==> src/rtl/fmul64_rr_scheduler.sv <==
`default_nettype none
// ============================================================================
// Module   : fmul64_rr_scheduler
// Brief    : Shares one fixed-latency, non-stalling FP64 multiplier between two
//            requesters. Round-robin arbitration under per-requester credits,
//            registered issue, tag pipeline steering results into per-requester
//            first-word-fall-through response FIFOs.
// Options  : define FMUL64_RR_SCHED_PERF_CNT_EN to add issue/stall counters
//            (issue_cnt0_o, issue_cnt1_o, stall_cnt_o).
// Revision : 1.0 - initial release
// ============================================================================
module fmul64_rr_scheduler #(
  parameter int MUL_LATENCY = 3,
  parameter int RSP_DEPTH   = 4
) (
  input  logic        clk,
  input  logic        rst_n,
  // requester 0
  input  logic        req0_valid_i,
  output logic        req0_ready_o,
  input  logic [63:0] req0_opa_i,
  input  logic [63:0] req0_opb_i,
  input  logic [2:0]  req0_rm_i,
  // requester 1
  input  logic        req1_valid_i,
  output logic        req1_ready_o,
  input  logic [63:0] req1_opa_i,
  input  logic [63:0] req1_opb_i,
  input  logic [2:0]  req1_rm_i,
  // multiplier issue / return
  output logic        mul_valid_o,
  output logic [63:0] mul_opa_o,
  output logic [63:0] mul_opb_o,
  output logic [2:0]  mul_rm_o,
  input  logic [63:0] mul_res_i,
  input  logic [4:0]  mul_fflags_i,
  // response port 0
  output logic        rsp0_valid_o,
  input  logic        rsp0_ready_i,
  output logic [63:0] rsp0_res_o,
  output logic [4:0]  rsp0_fflags_o,
  // response port 1
  output logic        rsp1_valid_o,
  input  logic        rsp1_ready_i,
  output logic [63:0] rsp1_res_o,
  output logic [4:0]  rsp1_fflags_o
`ifdef FMUL64_RR_SCHED_PERF_CNT_EN
  ,
  output logic [31:0] issue_cnt0_o,
  output logic [31:0] issue_cnt1_o,
  output logic [31:0] stall_cnt_o
`endif
);

  localparam int              c_CW       = $clog2(RSP_DEPTH + 1);
  localparam int              c_PW       = $clog2(RSP_DEPTH);
  localparam logic [c_CW-1:0] c_CRED_MAX = c_CW'(RSP_DEPTH);
  localparam logic [c_PW-1:0] c_PTR_LAST = c_PW'(RSP_DEPTH - 1);

  logic [1:0]       w_req_valid;
  logic [1:0]       w_rsp_ready;
  logic [1:0]       w_elig;
  logic [1:0]       w_grant;
  logic [1:0]       w_rsp_valid;
  logic [1:0]       w_rsp_hs;
  logic [1:0]       w_fifo_wr;
  logic [1:0][68:0] w_rsp_data;

  logic             prio_q;
  logic             prio_d;

  logic             mul_valid_q;
  logic [63:0]      mul_opa_q;
  logic [63:0]      mul_opb_q;
  logic [2:0]       mul_rm_q;
  logic             issue_id_q;

  logic [MUL_LATENCY-1:0] tag_v_q;
  logic [MUL_LATENCY-1:0] tag_id_q;

  assign w_req_valid = {req1_valid_i, req0_valid_i};
  assign w_rsp_ready = {rsp1_ready_i, rsp0_ready_i};

  // Single eligible requester wins outright; a tie goes to the favoured one.
  always_comb begin
    w_grant = w_elig;
    if (&w_elig) begin
      w_grant = prio_q ? 2'b10 : 2'b01;
    end
  end

  // Favour the other requester after any grant; hold when idle.
  always_comb begin
    prio_d = prio_q;
    if (|w_grant) begin
      prio_d = w_grant[0];
    end
  end

  // Round-robin pointer register.
  always_ff @(posedge clk or negedge rst_n) begin
    if (!rst_n) begin
      prio_q <= 1'b0;
    end else begin
      prio_q <= prio_d;
    end
  end

  // Issue registers: load the winner, operands hold when nothing is granted.
  always_ff @(posedge clk or negedge rst_n) begin
    if (!rst_n) begin
      mul_valid_q <= 1'b0;
      mul_opa_q   <= '0;
      mul_opb_q   <= '0;
      mul_rm_q    <= '0;
      issue_id_q  <= 1'b0;
    end else begin
      mul_valid_q <= |w_grant;
      if (|w_grant) begin
        mul_opa_q  <= w_grant[1] ? req1_opa_i : req0_opa_i;
        mul_opb_q  <= w_grant[1] ? req1_opb_i : req0_opb_i;
        mul_rm_q   <= w_grant[1] ? req1_rm_i  : req0_rm_i;
        issue_id_q <= w_grant[1];
      end
    end
  end

  // Tag pipeline tracks which requester owns each op inside the multiplier.
  always_ff @(posedge clk or negedge rst_n) begin
    if (!rst_n) begin
      tag_v_q  <= '0;
      tag_id_q <= '0;
    end else begin
      tag_v_q[0]  <= mul_valid_q;
      tag_id_q[0] <= issue_id_q;
      for (int k = 1; k < MUL_LATENCY; k++) begin
        tag_v_q[k]  <= tag_v_q[k-1];
        tag_id_q[k] <= tag_id_q[k-1];
      end
    end
  end

  assign w_fifo_wr[0] = tag_v_q[MUL_LATENCY-1] && !tag_id_q[MUL_LATENCY-1];
  assign w_fifo_wr[1] = tag_v_q[MUL_LATENCY-1] &&  tag_id_q[MUL_LATENCY-1];

  generate
    for (genvar n = 0; n < 2; n++) begin : g_port
      logic [c_CW-1:0] cred_q;
      logic [c_CW-1:0] cred_d;
      logic [c_CW-1:0] cnt_q;
      logic [c_CW-1:0] cnt_d;
      logic [c_PW-1:0] wptr_q;
      logic [c_PW-1:0] rptr_q;
      logic [68:0]     mem_q [RSP_DEPTH];

      assign w_elig[n]      = w_req_valid[n] && (cred_q < c_CRED_MAX);
      assign w_rsp_valid[n] = (cnt_q != '0);
      assign w_rsp_hs[n]    = w_rsp_valid[n] && w_rsp_ready[n];
      assign w_rsp_data[n]  = mem_q[rptr_q];

      // Credits cover in-flight plus buffered results.
      always_comb begin
        cred_d = cred_q;
        case ({w_grant[n], w_rsp_hs[n]})
          2'b10:   cred_d = cred_q + 1'b1;
          2'b01:   cred_d = cred_q - 1'b1;
          default: cred_d = cred_q;
        endcase
      end

      // FIFO occupancy follows writes from the tag pipe and consumer pops.
      always_comb begin
        cnt_d = cnt_q;
        case ({w_fifo_wr[n], w_rsp_hs[n]})
          2'b10:   cnt_d = cnt_q + 1'b1;
          2'b01:   cnt_d = cnt_q - 1'b1;
          default: cnt_d = cnt_q;
        endcase
      end

      // Response FIFO storage and pointers; a full FIFO may write and read at once.
      always_ff @(posedge clk or negedge rst_n) begin
        if (!rst_n) begin
          cred_q <= '0;
          cnt_q  <= '0;
          wptr_q <= '0;
          rptr_q <= '0;
          for (int i = 0; i < RSP_DEPTH; i++) begin
            mem_q[i] <= '0;
          end
        end else begin
          cred_q <= cred_d;
          cnt_q  <= cnt_d;
          if (w_fifo_wr[n]) begin
            mem_q[wptr_q] <= {mul_res_i, mul_fflags_i};
            wptr_q        <= (wptr_q == c_PTR_LAST) ? '0 : wptr_q + 1'b1;
          end
          if (w_rsp_hs[n]) begin
            rptr_q <= (rptr_q == c_PTR_LAST) ? '0 : rptr_q + 1'b1;
          end
        end
      end

      // Credits bound occupancy, so a write never meets a full FIFO without a pop.
      a_no_overflow : assert property (@(posedge clk) disable iff (!rst_n)
        !(w_fifo_wr[n] && !w_rsp_hs[n] && (cnt_q == c_CRED_MAX)));
    end
  endgenerate

  assign req0_ready_o = w_grant[0];
  assign req1_ready_o = w_grant[1];

  assign mul_valid_o = mul_valid_q;
  assign mul_opa_o   = mul_opa_q;
  assign mul_opb_o   = mul_opb_q;
  assign mul_rm_o    = mul_rm_q;

  assign rsp0_valid_o                  = w_rsp_valid[0];
  assign rsp1_valid_o                  = w_rsp_valid[1];
  assign {rsp0_res_o, rsp0_fflags_o}   = w_rsp_data[0];
  assign {rsp1_res_o, rsp1_fflags_o}   = w_rsp_data[1];

`ifdef FMUL64_RR_SCHED_PERF_CNT_EN
  logic [31:0] issue_cnt0_q;
  logic [31:0] issue_cnt1_q;
  logic [31:0] stall_cnt_q;
  logic        w_stall;

  assign w_stall = |(w_req_valid & ~w_grant);

  // Free-running, wrapping performance counters.
  always_ff @(posedge clk or negedge rst_n) begin
    if (!rst_n) begin
      issue_cnt0_q <= '0;
      issue_cnt1_q <= '0;
      stall_cnt_q  <= '0;
    end else begin
      if (w_grant[0]) issue_cnt0_q <= issue_cnt0_q + 32'd1;
      if (w_grant[1]) issue_cnt1_q <= issue_cnt1_q + 32'd1;
      if (w_stall)    stall_cnt_q  <= stall_cnt_q  + 32'd1;
    end
  end

  assign issue_cnt0_o = issue_cnt0_q;
  assign issue_cnt1_o = issue_cnt1_q;
  assign stall_cnt_o  = stall_cnt_q;
`endif

endmodule
`default_nettype wire
==> config.mk <==
export PLATFORM = sky130hd
export DESIGN_NAME = fmul64_rr_scheduler
export DESIGN_NICKNAME = d
export VERILOG_FILES = /design/src/rtl/fmul64_rr_scheduler.sv
export SDC_FILE = /design/constraint.sdc
export NUM_CORES = 1
export LEC_CHECK = 0
export ABC_AREA = 0
export CAP_MARGIN = 20
export CELL_PAD_IN_SITES_DETAIL_PLACEMENT = 1
export CELL_PAD_IN_SITES_GLOBAL_PLACEMENT = 1
export CORE_ASPECT_RATIO = 0.6
export CORE_MARGIN = 2
export CORE_UTILIZATION = 53
export DETAILED_ROUTE_END_ITERATION = 6
export DONT_BUFFER_PORTS = 1
export GPL_ROUTABILITY_DRIVEN = 1
export PLACE_DENSITY_LB_ADDON = 0.1
export RECOVER_POWER = 50
export SYNTH_ARGS = -nofsm -noshare
export SYNTH_HDL_FRONTEND = slang
export SYNTH_SLANG_ARGS = --single-unit
==> constraint.sdc <==
create_clock -name clk -period 2.5 [get_ports clk]
set_input_delay 0.25 -clock clk [delete_from_list [all_inputs] [get_ports clk]]
set_output_delay 0.25 -clock clk [all_outputs]
set_load 0.1 [all_outputs]
---- After elaboration in Yosys (flattened, before gate mapping) ----
Cells that the tools add are included.
word-level totals
  word-level logic and storage cells ...... 102
  register bits ........................... 712
cells by class
  bitwise gates (word level) .............. 4
  muxes and demuxes ....................... 25
  equal/unequal tests ..................... 12
  magnitude comparators ................... 8
  reduce and logical (&&, ||, !) cells .... 17
  $add $sub $neg .......................... 12
operators by type and width
  operator                                             count
  bitwise mux 276 bit                                  2
  two-way mux 69 bit                                   6
  binary-select mux 69 bit (select 2 bit)              2
  demux 69 bit (select 2 bit)                          2
  two-way mux 64 bit                                   2
  case mux 3 bit (2 select lines)                      4
  equality test 2 bit, second input constant           8
  adder 3 x 1 -> 3 bit, second input constant          4
  >= comparator 3 bit, second input constant           4
  two-way mux 2 bit                                    6
  NOT 2 -> 3 bit                                       4
  subtractor 3 x 1 -> 3 bit, second input constant     4
  adder 2 x 1 -> 2 bit, second input constant          4
  equality test 2 x 1 -> 1 bit, second input constant  4
  logical AND 1 bit                                    8
  nonzero test 2 bit                                   4
  < comparator 3 x 1 -> 1 bit, second input constant   2
  < comparator 3 bit, second input constant            2
  nonzero test 3 bit                                   2
  two-way mux 3 bit                                    1
  AND reduction 2 bit                                  1
  OR reduction 2 bit                                   1
  zero test 1 bit                                      1

---- Longest topological paths before layout ----
Gate-level depths: netlist of run 1.
  depth in word-level cells ............... 6
  mapped depth ............................ 10

---- Worst setup path before layout of run 1 ----
OpenSTA, ideal clock, no wires.
  kind .................................... reg2reg
  from .................................... register g_port[0].cnt_q[0]
  to ...................................... register g_port[0].cred_q[2]
  arrival ................................. 2.429 ns
  data required time ...................... 2.375 ns
  library setup time ...................... 0.125 ns
  path buffers ............................ 0
  setup slack ............................. -0.054 ns
  period minus slack after synthesis ...... 2.554 ns
  stages on the path, launching flop included .. 9
  cell sequence ........................... dfrtp_1 or3_1 nand2_1 inv_1 ha_1 fa_1 xnor2_1 nor2_1 xor2_1
between the ends
  cells in the longest elaborated chain, start to end .. 4
  elaborated cells between the ends (all ways) .. 6
  classes of those cells .................. eq/ne (2); mux (1); reduce/logical (3)
ends and longest elaborated chain
  element                                                                       line  text
  start, declared                                                               150   logic [c_CW-1:0] cnt_q;
  start signal, assigned                                                        193   cnt_q <= cnt_d;
  nonzero test 3 bit (*)                                                        157   assign w_rsp_valid[n] = (cnt_q != '0);
  via rsp0_valid_o                                                              38    output logic rsp0_valid_o,
  logical AND 1 bit (*)                                                         158   assign w_rsp_hs[n] = w_rsp_valid[n] && w_rsp_ready[n];
  equality test 2 x 1 -> 1 bit / equality test 2 bit (equally long branches)    164   case ({w_grant[n], w_rsp_hs[n]})
  case mux 3 bit (2 select lines) / nonzero test 2 bit (equally long branches)  n/a
  end signal, assigned                                                          192   cred_q <= cred_d;
  end, declared                                                                 148   logic [c_CW-1:0] cred_q;
Mark *: on every way through the listed nets, which the timed path passes. The rest lies on a longest branch.
A chain may end at the register's enable or synchronous reset.

---- Final worst setup path of run 1 ----
  from .................................... register g_port[0].cred_q[2]
  to ...................................... register mul_opb_q[18] (netlist: mul_opb_o[18])
between the ends
  cells in the longest elaborated chain, start to end .. 5
  elaborated cells between the ends (all ways) .. 6
  classes of those cells .................. order compare (1); mux (2); reduce/logical (3)
ends and longest elaborated chain
  element                                                          line      text
  < comparator 3 bit (*)                                           156       assign w_elig[n] = w_req_valid[n] && (cred_q < c_CRED_MAX);
  logical AND 1 bit (*)                                            156
  AND reduction 2 bit                                              87        if (&w_elig) begin
  two-way mux 2 bit (*)                                            87
  two-way mux 64 bit / OR reduction 2 bit (equally long branches)  121, 119
  end signal, assigned                                             121       mul_opb_q <= w_grant[1] ? req1_opb_i : req0_opb_i;
  end, declared                                                    74        logic [63:0] mul_opb_q;
Every way passes the cells marked *; elsewhere a longest branch is shown, timed or not.

==> results.yml, run 1 <==
flow_run:
  maxCapViolCount: 0
place:
  gp_congestion: 0.926
  dp_hpwl_um: 61800
  io_buffers: 0
floorplanning:
  die_y_um: 191
  fp.coreArea_um2: 57600
  die_w_um: 316
  io_pins: 611
  rows: 68
  dieArea_um2: 60400
  start_util_pct: 53.7
layout:
  area_delta_synth_final_pct: 26.3
  n_fill_cell: 4932
  drive_above_1_share_pct: 40.4
  final_nets: 2645
timing:
  rsz0062_at_grt: "yes"
  holdWs_ns: -0.678
  worst_slew_margin_rel_pct: -108
  finalClockSkew_ns: 0.0219
  tightest_slew_ns: 3.13
  max_freq_ghz: 0.388
  period_needed_ns: 2.58
  min_period_over_period_pct: 103
  hold_viol_final: 549
  finalSetupTns_ns: -1.27
  slew_viol_final: 398
  setup_violations: 48
  fin_ws_ns: -0.0769
synthesis:
  syn_avg_cell_area_um2: 16.2
  syn_area_um2: 31000
  yosysMostFrequentCell: "dfrtp_1"
  yosysTopAreaCell: "dfrtp_1"
  synthSimpleGateAreaFrac_pct: 3.27
  seq_area_frac_synth_pct: 57.6
  ys_ff_latch: 712
  ys_warn_count: 0
  synthTopCellsByCount: "dfrtp_1, mux2_2, mux4_2"
  synth_cell_types: 29
  synth_xor_area_share_pct: 0.340
  synth_top_flop_cell: "dfrtp_1"
  synth_top_area_share_pct: 57.6
  syn_inst: 1905
  syn-num-nets: 2260
  synth_mux_area_share_pct: 30.9
  synthAdderAreaFrac_pct: 0.825
  synth_compound_area_share_pct: 4.34
  async_reset_ff_share_pct: 100
  synth_top_family_by_area: "multiplexers"
  synthTopCellsByArea: "dfrtp_1, mux2_2, mux4_2, a221o_1, and3_1"
  synth_edf_count: 0
setup_path:
  worstPathArrival_ns: 3.07
  required_ns: 3.00
  cp-start-kind: "register"
  crit_path_end_kind: "register"
  critPathKind: "register to register"
  crit_fanout: 66
  r2r_slack_ns: -0.08
cts:
  cts_tree: "built"
  root_buffer: "clkbuf_16"
  numCtsBuffers: 68
  clk_path_buf_depth: 3
  clk_pin_slew_ns: 0.07
  clock_sinks: 712
  hold_buffers: 332
  clk-insertion-delay-late_ns: 0.61
  cts_max_level: 3
grt:
  antenna_found_initial: 62
  grt_pass1_vias: 22200
  grt_pass1_wl_um: 153000
  track_usage_pct: 34.7
  grt_max_degree: 713
  grt_overflow: 0
detailed_routing:
  drt_wl_total_um: 107000
  via_per_inst: 6.34
  routedWlPerCell_um: 33.7
  vias: 20000
  drtIter0Drc: 1591
  ant_nets: 0
  remaining_drc_errors: 0
  drtPass1Iterations: 6
outcome:
  status: "finished, violations left"
  violations: "hold timing, slew limit, setup timing"
min_path:
  hold_path.class: "input pin to async pin"
critical path, stage by stage, from the launching register on:
cell and delay, ns:
dfrtp_1 0.45, nand2b_1 0.24, o21a_1 0.33, buf_16 0.30, a221o_1 0.43, dlygate4sd3_1 0.60
cell type report:
| type | instances | area [um^2] | share of cell area [%] |
|---|---|---|---|
| Tap cell | 770 | 963 | 2.46 |
| Multi-Input combinational cell | 1028 | 12300 | 31.5 |
| Inverter | 16 | 60.1 | 0.154 |
| Clock buffer | 110 | 2210 | 5.64 |
| Clock inverter | 9 | 120 | 0.307 |
| Timing Repair Buffer | 464 | 5470 | 14.0 |
| Sequential cell | 712 | 17800 | 45.6 |
| Antenna cell | 53 | 133 | 0.339 |
per-layer routing:
layer	GRT usage, %	routed length (um)	part of all wire (%)
met1	42.6	41100	39
met2	57.2	52400	49
met3	9.01	6640	6.2
met4	17.5	6250	5.9
met5	0	74	0.069
cells in the final DEF, fill, tap and decap left out, types with 2 or more instances in the layout:
cell and n:
or3_2 2, nor2_1 7, o21a_1 2, bufinv_16 3, clkbuf_8 24, nor2b_1 2, mux2i_1 2, dfrtp_1 708
a221o_1 131, nand3_1 4, dlygate4sd3_1 332, fa_1 4, and3_1 131, mux2_2 516, clkinv_2 6, xnor2_1 6
nand2_1 8, clkbuf_1 14, buf_16 7, mux4_2 138, ha_1 14, o21ai_0 2, buf_6 10, mux2_1 3
buf_4 35, mux2_4 40, inv_1 16, clkbuf_16 77, buf_12 73, nand2_4 4, diode_2 53, dfrtp_4 4
xor2_1 6, clkbuf_4 2
worst paths after layout:
kind,from,end,cells past startpoint
max,g_port[0].cred_q[2],mul_opb_o[18],5
min,rst_n,mul_opb_o[13],0
max reg2reg,g_port[0].cred_q[2],mul_opb_o[18],5
min reg2reg,tag_v_q[0],tag_v_q[1],0
max in group asynchronous,rst_n,g_port[1].rptr_q[1],0
min in group clk,req0_opa_i[56],mul_opa_o[56],2
through the flow:
step                utilization (%)  std cells  setup slack [ns]  hold slack, ns  instance area [um^2]
CTS                            67.5       3104           -0.0394          -0.688                 38900
detailed placement             57.4       2645             0.261         -0.0327                 33100
finish                         67.9       3162           -0.0769          -0.678                 39100
global placement               57.4       2645             0.305         -0.0331                 33100
global route                   67.8       3155           -0.0686          -0.688                 39100
floorplan                         -       1905            0.0159         -0.0456                 31000
cells by family after synthesis:
family / Yosys count
xor gates and xnor gates: 12
AOI/OAI and AO/OA: 136
DFF: 712
muxes: 699
buffers and inverters: 165
and+or+nand+nor: 163
adders and majority gates: 18
registers in the layout, summed over array words and instances (netlist names):
name,count
g_port.cnt_q,6
mul_opb_o,64
tag_id_q,3
g_port.cred_q,6
mul_valid_o,1
mul_opa_o,64
issue_id_q,1
g_port.mem_q,552
g_port.rptr_q,4
mul_rm_o,3
g_port.wptr_q,4
tag_v_q,3
prio_q,1
what timing repair did:
action                                 in CTS  in global routing
gates resized for setup                    11                 12
buffers inserted                            6                  1
pin swaps                                   0                  1
gates cloned                                2                  4
endpoints found under the hold margin    1400                712
setup endpoints to repair                 128                162
Power of run 1 is left out: the tool's default activity adds up to more than one toggle a clock period on the data nets, which glitch-free logic cannot reach.
==> inputs of run 2 (changes only) <==
HOLD_SLACK_MARGIN = 0.06   (was default)
SLEW_MARGIN = 20   (was default)
==> run 2 against run 1 <==
  * The flow still finishes with violations (hold timing, slew limit, setup timing)
  * Design area about the same
  * Clock-buffer cell count stayed put
  * Hold slack improved by 0.021 ns
  * Non-clock buffer count up 1
==> results.yml, run 2 (synthesized netlist as in run 1, its figures left out) <==
outcome:
  status: "finished, violations left"
  violations: "hold timing, slew limit, setup timing"
flow_run:
  maxCapViolCount: 0
setup_path:
  r2r-start: "g_port[1].cred_q[2]"
  required_ns: 3.05
  regToRegEndpoint: "mul_opb_o[18]"
  cp-start-kind: "register"
  crit_path_start: "g_port[1].cred_q[2]"
  crit_path_end_kind: "register"
  worstPathArrival_ns: 3.09
  critPathKind: "register to register"
  crit_fanout: 66
  rr_worst_depth: 5
  crit_end: "mul_opb_o[18]"
  r2r_slack_ns: -0.05
grt:
  grt_max_degree: 713
  grt_overflow: 0
  track_usage_pct: 34.7
  grt_pass1_wl_um: 153000
  grt_pass1_vias: 22300
  antenna_found_initial: 62
timing:
  setup_violations: 14
  tightest_slew_ns: 2.46
  min_period_over_period_pct: 102
  period_needed_ns: 2.55
  rsz0062_at_grt: "yes"
  fin_ws_ns: -0.0457
  slew_viol_final: 271
  holdWs_ns: -0.657
  finalClockSkew_ns: 0.0258
  max_freq_ghz: 0.393
  hold_viol_final: 712
  worst_slew_margin_rel_pct: -64.1
floorplanning:
  io_pins: 611
  dieArea_um2: 60400
  fp.coreArea_um2: 57600
  start_util_pct: 53.7
  rows: 68
  die_w_um: 316
  die_y_um: 191
cts:
  root_buffer: "clkbuf_16"
  hold_buffers: 333
  clk-insertion-delay-late_ns: 0.62
  clock_sinks: 712
  numCtsBuffers: 68
  cts_tree: "built"
  cts_max_level: 3
  clk_path_buf_depth: 3
  clk_pin_slew_ns: 0.07
detailed_routing:
  routedWlPerCell_um: 33.5
  drt_wl_total_um: 106000
  remaining_drc_errors: 0
  via_per_inst: 6.35
  vias: 20100
  ant_nets: 0
  drtPass1Iterations: 5
  drtIter0Drc: 1508
place:
  gp_congestion: 0.926
  io_buffers: 0
  dpl.cell_count: 2645
  dp_hpwl_um: 61800
layout:
  final_common_cell: "dfrtp_1"
  final_util_pct: 67.9
  drive_above_1_share_pct: 40.3
  final_cell_mix: "dfrtp_1, mux2_2, dlygate4sd3_1"
  top_register: "g_port.mem_q"
  finalNonFillerCells: 3165
  largest_reg_flops: 552
  area_delta_synth_final_pct: 26.3
  final_nets: 2646
min_path:
  hold_path.class: "input pin to async pin"
run 2: routing by layer:
| metal | track usage [%] | share of wire [%] |
|---|---|---|
| met5 | 0 | 0.025 |
| met4 | 18.1 | 5.9 |
| met3 | 9.18 | 6.4 |
| met2 | 56.9 | 49 |
| met1 | 42.6 | 38 |
run 2: worst min path at each step:
stage | startpoint | endpoint | cells past startpoint
2_1_floorplan | rst_n | g_port[0].cnt_q[0] | 0
3_3_place_gp | rst_n | g_port[0].mem_q[65] | 0
3_5_place_dp | rst_n | g_port[0].mem_q[65] | 0
4_1_cts | rst_n | g_port[0].mem_q[132] | 0
5_1_grt | rst_n | g_port[0].mem_q[63] | 0
6_report | rst_n | g_port[0].mem_q[206] | 0
run 2: layout make-up:
class                   count  area, um^2
fillers                  4933       18500
flip-flops and latches    712       17800
multi-input cells        1028       12300
repair buffers            465        5490
clock buffers             110        2210
well taps                 770         963
diodes                     55         138
clock inverters             9         120
inverters                  16        60.1
run 2: stage by stage:
stage          hold WS, ns  setup TNS [ns]  setup slack, ns  area (um^2)
6_report            -0.657          -0.212          -0.0457        39100
5_1_grt             -0.685           -2.76          -0.0563        39100
4_1_cts             -0.688          -0.574          -0.0394        38900
3_5_place_dp       -0.0327               0            0.261        33100
3_3_place_gp       -0.0331               0            0.305        33100
2_1_floorplan      -0.0456               0           0.0159        31000
run 2: worst max-delay path, cell delays in order (launching register included):
cell	delay [ns]
dfrtp_1	0.41
nor2b_1	0.31
o21a_1	0.40
buf_16	0.41
a221o_1	0.25
dlygate4sd3_1	0.61
run 2: what timing repair did:
| action | in CTS | in global routing |
|---|---|---|
| pin swaps | 0 | 1 |
| endpoints found under the hold margin | 1400 | 712 |
| resized for setup | 11 | 13 |
| endpoints found under the setup margin | 128 | 159 |
| gates cloned | 2 | 4 |
| buffers inserted | 6 | 1 |
Power of run 2 is left out for the same reason.
==> inputs of run 3 (changes only) <==
SLEW_MARGIN = 10   (was 20)
==> results of run 3 <==
Same layout as run 2: the final DEF is identical, and so are final timing and power.
Power of run 3 is left out for the same reason.
